<file path="config.mk">
export PLATFORM = sky130hd
export DESIGN_NAME = muldiv_seq
export DESIGN_NICKNAME = d
export VERILOG_FILES = /design/src/rtl/muldiv_pkg.sv /design/src/rtl/muldiv_step.sv /design/src/rtl/muldiv_seq.sv
export SDC_FILE = /design/constraint.sdc
export NUM_CORES = 1
export LEC_CHECK = 0
export ABC_AREA = 1
export ABC_CLOCK_PERIOD_IN_PS = 3300
export CAP_MARGIN = 30
export CORE_MARGIN = 8
export CORE_UTILIZATION = 60
export DETAILED_ROUTE_END_ITERATION = 12
export MAX_ROUTING_LAYER = met4
export PLACE_DENSITY = 0.81
export SLEW_MARGIN = 20
export SYNTH_ARGS = -nofsm -noshare
export SYNTH_HDL_FRONTEND = slang
export SYNTH_SLANG_ARGS = --single-unit
</file>
<file path="constraint.sdc">
create_clock -name Clk -period 3.3 [get_ports Clk]
set_input_delay 0.33 -clock Clk [delete_from_list [all_inputs] [get_ports Clk]]
set_output_delay 0.33 -clock Clk [all_outputs]
set_load 0.01 [all_outputs]
</file>
<file path="src/rtl/muldiv_pkg.sv">
// Shared types and sizing for the iterative multiply/divide sequencer.
package muldiv_pkg;

  localparam int MULDIV_WIDTH = 32;
  localparam int MULDIV_CNT_W = $clog2(MULDIV_WIDTH);

  typedef enum logic [1:0] {
    MULT  = 2'b00,
    MULTU = 2'b01,
    DIV   = 2'b10,
    DIVU  = 2'b11
  } muldiv_op_t;

  typedef enum logic [2:0] {
    IDLE = 3'd0,
    PREP = 3'd1,
    RUN  = 3'd2,
    FIX  = 3'd3,
    DONE = 3'd4
  } muldiv_state_t;

endpackage

</file>
<file path="src/rtl/muldiv_step.sv">
// One combinational iteration: shift-add multiply (LSB first) or
// restoring shift-subtract divide (MSB first) on the upper accumulator half.
module muldiv_step
  import muldiv_pkg::*;
#(
  parameter int WIDTH = MULDIV_WIDTH
) (
  input  logic [2*WIDTH-1:0] acc,
  input  logic [WIDTH-1:0]   opnd,
  input  logic               in_bit,
  input  logic               is_div,
  output logic [2*WIDTH-1:0] acc_next,
  output logic               q_bit
);

  logic [WIDTH:0] sum;
  logic [WIDTH:0] rem_sh;
  logic [WIDTH:0] diff;

  always_comb begin
    sum    = {1'b0, acc[2*WIDTH-1:WIDTH]} + {1'b0, (in_bit ? opnd : '0)};
    rem_sh = {acc[2*WIDTH-1:WIDTH], in_bit};
    diff   = rem_sh - {1'b0, opnd};
    if (is_div) begin
      // Borrow out of the WIDTH+1 bit subtract means the divisor did not fit.
      q_bit    = ~diff[WIDTH];
      acc_next = {(q_bit ? diff[WIDTH-1:0] : rem_sh[WIDTH-1:0]), acc[WIDTH-1:0]};
    end else begin
      q_bit    = 1'b0;
      acc_next = {sum, acc[WIDTH-1:1]};
    end
  end

endmodule

</file>
<file path="src/rtl/muldiv_seq.sv">
// MULT/MULTU/DIV/DIVU sequencer with start/done handshake; owns HI/LO.
module muldiv_seq
  import muldiv_pkg::*;
#(
  parameter int WIDTH = MULDIV_WIDTH
) (
  input  logic             Clk,
  input  logic             Reset,
  input  logic             Start,
  input  logic [1:0]       Op,
  input  logic [WIDTH-1:0] A,
  input  logic [WIDTH-1:0] B,
  output logic             Busy,
  output logic             Done,
  output logic             DivZero,
  output logic [WIDTH-1:0] Hi,
  output logic [WIDTH-1:0] Lo
);

  localparam int CW = $clog2(WIDTH);

  muldiv_state_t      state;
  muldiv_op_t         op_r;
  logic [WIDTH-1:0]   a_r, b_r, abs_a, abs_b;
  logic [WIDTH-1:0]   opnd, shf, q_fix, r_fix;
  logic [2*WIDTH-1:0] acc, acc_next, prod_fix;
  logic [CW-1:0]      cnt;
  logic               sa, sb, is_div, is_sgn, in_bit, q_bit;

  assign is_div = (op_r == DIV) || (op_r == DIVU);
  assign is_sgn = (op_r == MULT) || (op_r == DIV);
  assign abs_a  = (is_sgn && a_r[WIDTH-1]) ? -a_r : a_r;
  assign abs_b  = (is_sgn && b_r[WIDTH-1]) ? -b_r : b_r;
  // shf holds the multiplier (shifting right) or the dividend, which is
  // replaced by the quotient as bits shift out the top.
  assign in_bit = is_div ? shf[WIDTH-1] : shf[0];

  assign prod_fix = (sa ^ sb) ? -acc : acc;
  assign q_fix    = (sa ^ sb) ? -shf : shf;
  assign r_fix    = sa ? -acc[2*WIDTH-1:WIDTH] : acc[2*WIDTH-1:WIDTH];

  assign Busy = (state != IDLE);
  assign Done = (state == DONE);

  muldiv_step #(.WIDTH(WIDTH)) u_step (
    .acc      (acc),
    .opnd     (opnd),
    .in_bit   (in_bit),
    .is_div   (is_div),
    .acc_next (acc_next),
    .q_bit    (q_bit)
  );

  always_ff @(posedge Clk) begin
    if (!Reset) begin
      state   <= IDLE;
      op_r    <= MULT;
      a_r     <= '0;
      b_r     <= '0;
      opnd    <= '0;
      shf     <= '0;
      sa      <= 1'b0;
      sb      <= 1'b0;
      acc     <= '0;
      cnt     <= '0;
      DivZero <= 1'b0;
      Hi      <= '0;
      Lo      <= '0;
    end else begin
      case (state)
        IDLE: if (Start) begin
          op_r  <= muldiv_op_t'(Op);
          a_r   <= A;
          b_r   <= B;
          state <= PREP;
        end
        PREP: begin
          sa   <= is_sgn & a_r[WIDTH-1];
          sb   <= is_sgn & b_r[WIDTH-1];
          opnd <= is_div ? abs_b : abs_a;
          shf  <= is_div ? abs_a : abs_b;
          acc  <= '0;
          cnt  <= '0;
          if (is_div && (b_r == '0)) begin
            Hi      <= a_r;
            Lo      <= '1;
            DivZero <= 1'b1;
            state   <= DONE;
          end else begin
            state <= RUN;
          end
        end
        RUN: begin
          acc <= acc_next;
          shf <= is_div ? {shf[WIDTH-2:0], q_bit} : {1'b0, shf[WIDTH-1:1]};
          cnt <= cnt + CW'(1);
          if (cnt == CW'(WIDTH - 1)) state <= FIX;
        end
        FIX: begin
          if (is_div) begin
            Hi <= r_fix;
            Lo <= q_fix;
          end else begin
            Hi <= prod_fix[2*WIDTH-1:WIDTH];
            Lo <= prod_fix[WIDTH-1:0];
          end
          state <= DONE;
        end
        DONE: begin
          DivZero <= 1'b0;
          state   <= IDLE;
        end
        default: state <= IDLE;
      endcase
    end
  end

endmodule

</file>
Word level (Yosys, flattened, before mapping) --
Index checks and enable logic that the tools add are counted. Widths: inputs -> output; s select.
Storage, ports and cells: flip-flop bits (word level) 269, input bits 69, output and inout port bits 67
Cells by class: add/subtract/negate cells 8, equality and inequality tests 11, reduce and logical (&&, ||, !) cells 17, bitwise operators 4, multiplexer cells 27
Operator list (number):
- $mux 32 | 13
- $pmux 32 s2 | 3
- $mux 64 | 2
- $neg 32->32 | 4
- $pmux 64 s2 | 1
- $neg 64->64 | 1
- $add 32x32->33 | 1
- $sub 33x32->33 | 1
- $logic_not 32->1 | 1
- $pmux 3 s4 | 1
- $pmux 5 s2 | 1
- $reduce_and 2->1 | 5
- $mux 3 | 3
- $ne 2x2->1 const B | 4
- $eq 3x2->1 const B | 2
- $reduce_bool 2->1 | 3
- $add 5x1->5 const B | 1
- $eq 5x5->1 const B | 1
- $eq 2x2->1 const B | 2
- $eq 3x1->1 const B | 1
- $eq 3x3->1 const B | 1
- $logic_and 1x1->1 | 3
- $logic_not 3->1 | 1
- $reduce_bool 3->1 | 1
- 7 further kinds | 10

Longest topological paths before layout --
word-level depth 7, depth in mapped cells 23, depth with buffers taken out 21

By module --
Synthesis repeated with hierarchy kept, for this count alone.
Unflattened totals: cell total of the unflattened synthesis 3936, area total of the unflattened synthesis 22685.5 um^2
By module, submodules not included:
- muldiv_seq | area each 16350.7 um^2, instances 1, cells each 2636
- muldiv_step | area each 6334.8 um^2, instances 1, cells each 1300

Least setup slack after synthesis --
No wires, ideal clock.
kind reg-to-reg, from reg op_r[1], to reg acc[59], required time 3.168 ns, setup slack 0.424 ns, data arrival time 2.744 ns, clock period less this slack 2.876 ns, cell stages (with the launch flop) 22, library setup time 0.132 ns, path through dfxtp_1 > buf_2 > o21ai_1 > clkbuf_1 > ha_1 > inv_1 > fa_1 > nand2_1 > nand2_1 > nand3_1 > nand2_2 > nand2_1 > nand2_2 > nand2_2 > nand3_1 > nand2_4 > buf_6 > nand2_1 > nand2_1 > nand2_1 > nand2_1 > a21oi_1
On the way: cells in the longest elaborated chain, start to end 7, elaborated cells on any way between the ends 10, classes of those cells add/sub: 2; eq/ne: 2; mux: 5; reduce/logical: 1
Ends and longest elaborated chain:
- start: declaration | line muldiv_seq.sv:23 | muldiv_op_t op_r;
- start signal: assignment | line muldiv_seq.sv:72 | op_r <= muldiv_op_t'(Op);
- $eq 2x2->1 | line muldiv_seq.sv:30 | assign is_div = (op_r == DIV) || (op_r == DIVU);
- $logic_or 1x1->1 (*) | line muldiv_seq.sv:30
- $mux 1 | line muldiv_seq.sv:36 | assign in_bit = is_div ? shf[WIDTH-1] : shf[0];
- $sub 33x32->33 / $mux 32 (equally long branches) | line muldiv_step.sv:23, muldiv_step.sv:21
- $mux 32 / $add 32x32->33 (equally long branches) | line muldiv_step.sv:27, muldiv_step.sv:21
- $mux 64 (*) | line muldiv_step.sv:24 | if (is_div) begin
- $pmux 64 s2 (*) | line muldiv_seq.sv:70 | case (state)
- end signal: assignment | line muldiv_seq.sv:94 | acc <= acc_next;
- end: declaration | line muldiv_seq.sv:26 | logic [2*WIDTH-1:0] acc, acc_next, prod_fix;
Every way passes the cells marked *; elsewhere a longest branch is shown, timed or not. The select of a mux whose other input is x is not followed. A chain may end at the register's enable or synchronous reset.

Worst setup path after layout --
from reg shf[31], to reg acc[53]
On the way: cells in the longest elaborated chain, start to end 5, elaborated cells on any way between the ends 7, classes of those cells add/sub: 2; mux: 5
Ends and longest elaborated chain:
- start: declaration | line muldiv_seq.sv:25 | logic [WIDTH-1:0] opnd, shf, q_fix, r_fix;
- start signal: assignment | line muldiv_seq.sv:81 | shf <= is_div ? abs_a : abs_b;
- start signal: assignment | line muldiv_seq.sv:95 | shf <= is_div ? {shf[WIDTH-2:0], q_bit} : {1'b0, shf[WIDTH-1:1]};
- $mux 1 (*) | line muldiv_seq.sv:36
- $sub 33x32->33 / $mux 32 (equally long branches) | line muldiv_step.sv:23, muldiv_step.sv:21
- $mux 32 / $add 32x32->33 (equally long branches) | line muldiv_step.sv:27, muldiv_step.sv:21
- $mux 64 (*) | line muldiv_step.sv:24
- $pmux 64 s2 (*) | line muldiv_seq.sv:70
Marked as above.

==> run metrics <==
setup TNS 0 ns; I/O Pins 136; initial antenna violation count 1; largest family of logic cells by synthesized area simple AND/OR/NAND/NOR gates; Die Span X 207 um; Die H 207 um; Yosys reg bits 269; Final #Nets 3963; drt via density 6.01; Cells after Synth 3750; Hold Crit Endpoint shf[0]; DRT iter0 DRCs 3985; HP Start Reset; CP max FO 5; most common cell after layout, fill and taps aside nand2_1; CTS root buf clkbuf_16; crit path DAT 3.61 ns; drt wl/cell roughly 20 um; Reg clk slew, reported paths about 0.070 ns; main flop type after synthesis dfxtp_1; Post-DRT Antenna Nets 0; share of cells above drive strength 1 4.94%; R2R setup slack 0.21 ns; post-synth net total between 3k and 4k; crit path capture type flop; Post-synth EDFFs 0; RSZ-0062 raised after global routing false; FFs w/ async S/R, synth 0%; number of warnings issued by yosys 0; Initial Utilization 60.3%; Adder-Cell Fraction of Synth Area under 10%; Slew Limit Fails 0; via count 25.9k; post-route clock period utilization 93.7%; input/output buffers 135; RD Place Congestion 1.11; first-pass GRT wire length 131000 um; Overall Global Routing Usage between 40% and 50%; Avg Cell Area, Syn roughly 5.8 um^2; Slew Limit Headroom a little under a third; status completed; number of hold buffers added after cts 0; Routed WL between 80000 and 90000 um; compound-gate portion of the synthesized area 18.1%; post-synthesis mux area share 0%; Least-Margin Pin Slew 1.02 ns; synthesized cell area between 20000 and 25000 um^2; register area share after synthesis about a quarter; DRC 0; fmax 0.323 GHz; Clk Latency, worst-skew pair 0.59 ns; H-tree Lvls 1; synthesized-area fraction occupied by and/or/nand/nor cells 37.8%; Sink Count 269; total CTS buffers 30; synthesis-to-layout area growth 13.0%; PwrDens 593 nW/um^2; deepest clock path buffer count 3; Hold Path Depth 3; Setup Skew slightly above 0.02 ns; largest net degree at the start of global routing about 100; Fin. Hold Viols 0; worst r2r dst acc[53]; dpl hpwl 68000 um; Setup crit start kind flop; Fillers roughly 3.4k; global route overflow 0; die area 42700 um^2; worst vdd ir 571 uV; CTS tree yes; most frequent cells in the layout nand2_1, inv_1, nand3_1; Worst R2R Start shf[31]; Final setup viols 0; Row Count 70; Tightest Hold Check Type in2reg; Req. time, crit path 3.81 ns; XOR/XNOR Fraction of Synth Area 2.65%; leakage power 11.4 nW; vias in the first global route 22.6k; Max-cap violations 0; worst r2r path cells 19; Period minus WS final 3.09 ns; Initial DRT Pass Iterations 7; Cell variety after synth 52; core outline area 36200 um^2; critical path class reg2reg; final core occ 68.1%
==> synthesized netlist by cell type (28+ instances only) <==
| library cell | n | area, um^2 |
|---|---|---|
| o211ai_1 | 42 | 315 |
| clkbuf_1 | 103 | 387 |
| xor2_1 | 54 | 473 |
| nor3_1 | 58 | 290 |
| dfxtp_1 | 269 | 5390 |
| nor2_1 | 300 | 1130 |
| inv_1 | 525 | 1970 |
| a21oi_1 | 321 | 1610 |
| a31oi_1 | 28 | 175 |
| ha_1 | 72 | 901 |
| nand3_1 | 378 | 1890 |
| nand2_1 | 1043 | 3920 |
| o21ai_0 | 248 | 1240 |
| nand4_1 | 55 | 344 |
==> worst max-delay path by stage <==
stage / endpoint / depth (start not counted) / from
2_1_floorplan: acc[59] / 21 / op_r[1]
3_3_place_gp: acc[53] / 20 / shf[31]
3_5_place_dp: acc[53] / 20 / shf[31]
4_1_cts: acc[53] / 20 / shf[31]
5_1_grt: acc[53] / 20 / shf[31]
6_report: acc[53] / 19 / shf[31]
==> where the power goes <==
group	leakage (nW)	internal [W]	switching (W)
combinational	8.75	0.00212	0.00509
sequential	2.19	0.00358	0.000351
clock	0.501	0.00203	0.00146
total	11.4	0.00773	0.00690
==> metal layers <==
| layer | track usage (%) | share of wire (%) |
|---|---|---|
| met5 | - | 0 |
| met4 | 20.8 | 5.9 |
| met3 | 10.5 | 14 |
| met2 | 57.3 | 40 |
| met1 | 54.0 | 40 |
==> layout make-up <==
type | instances | area [um^2] | area share (%)
Multi-Input combinational cell | 2785 | 13700 | 55.7
Timing Repair Buffer | 194 | 1890 | 7.68
Clock inverter | 11 | 119 | 0.482
Sequential cell | 269 | 5390 | 21.9
Antenna cell | 1 | 2.50 | 0.0102
Inverter | 540 | 2030 | 8.23
Tap cell | 468 | 586 | 2.38
Clock buffer | 44 | 895 | 3.63
==> stage by stage <==
step                      hold slack (ns)  cells  power [W]  setup slack [ns]  area (um^2)
final                               0.225   4312     0.0146             0.207        24600
after global routing                0.223   4312     0.0154            0.0296        24600
after CTS                           0.192   4311     0.0143             0.147        24600
after detailed placement            0.458   4256     0.0109             0.166        23600
after global placement              0.453   4256     0.0109             0.323        23600
after floorplan                     0.437   3750    0.00886             0.424        21800
==> critical path: stages, from the launching register on <==
cell	delay, ns
dfxtp_1	0.35
inv_1	0.08
nand2_1	0.08
o21ai_2	0.13
inv_1	0.11
ha_1	0.18
ha_1	0.17
inv_1	0.06
fa_1	0.43
o21ai_1	0.35
nand2_1	0.08
nand2_1	0.13
nand2_1	0.07
nand2_1	0.21
nand2_1	0.12
nand3b_1	0.10
nand3_1	0.08
nand2_1	0.08
nand2_1	0.05
a21oi_1	0.14
==> kinds of logic after synthesis <==
logic type      Yosys count
simple gates           1922
fa+ha+maj                74
buf+inv                 696
compound gates          723
flops                   269
xor+xnor                 66
==> sequential cells by signal, summed over array words and instances, names as in the netlist <==
name	cells
DivZero	1
Hi	32
Lo	32
a_r	32
acc	64
b_r	32
cnt	5
op_r	2
opnd	32
sa	1
sb	1
shf	32
state	3
==> repair_timing <==
item | in CTS | in global routing
resized for setup | 0 | 1
setup endpoints to repair | 0 | 5
buffers inserted | 0 | 0
Power figures use the tool's default switching activity.
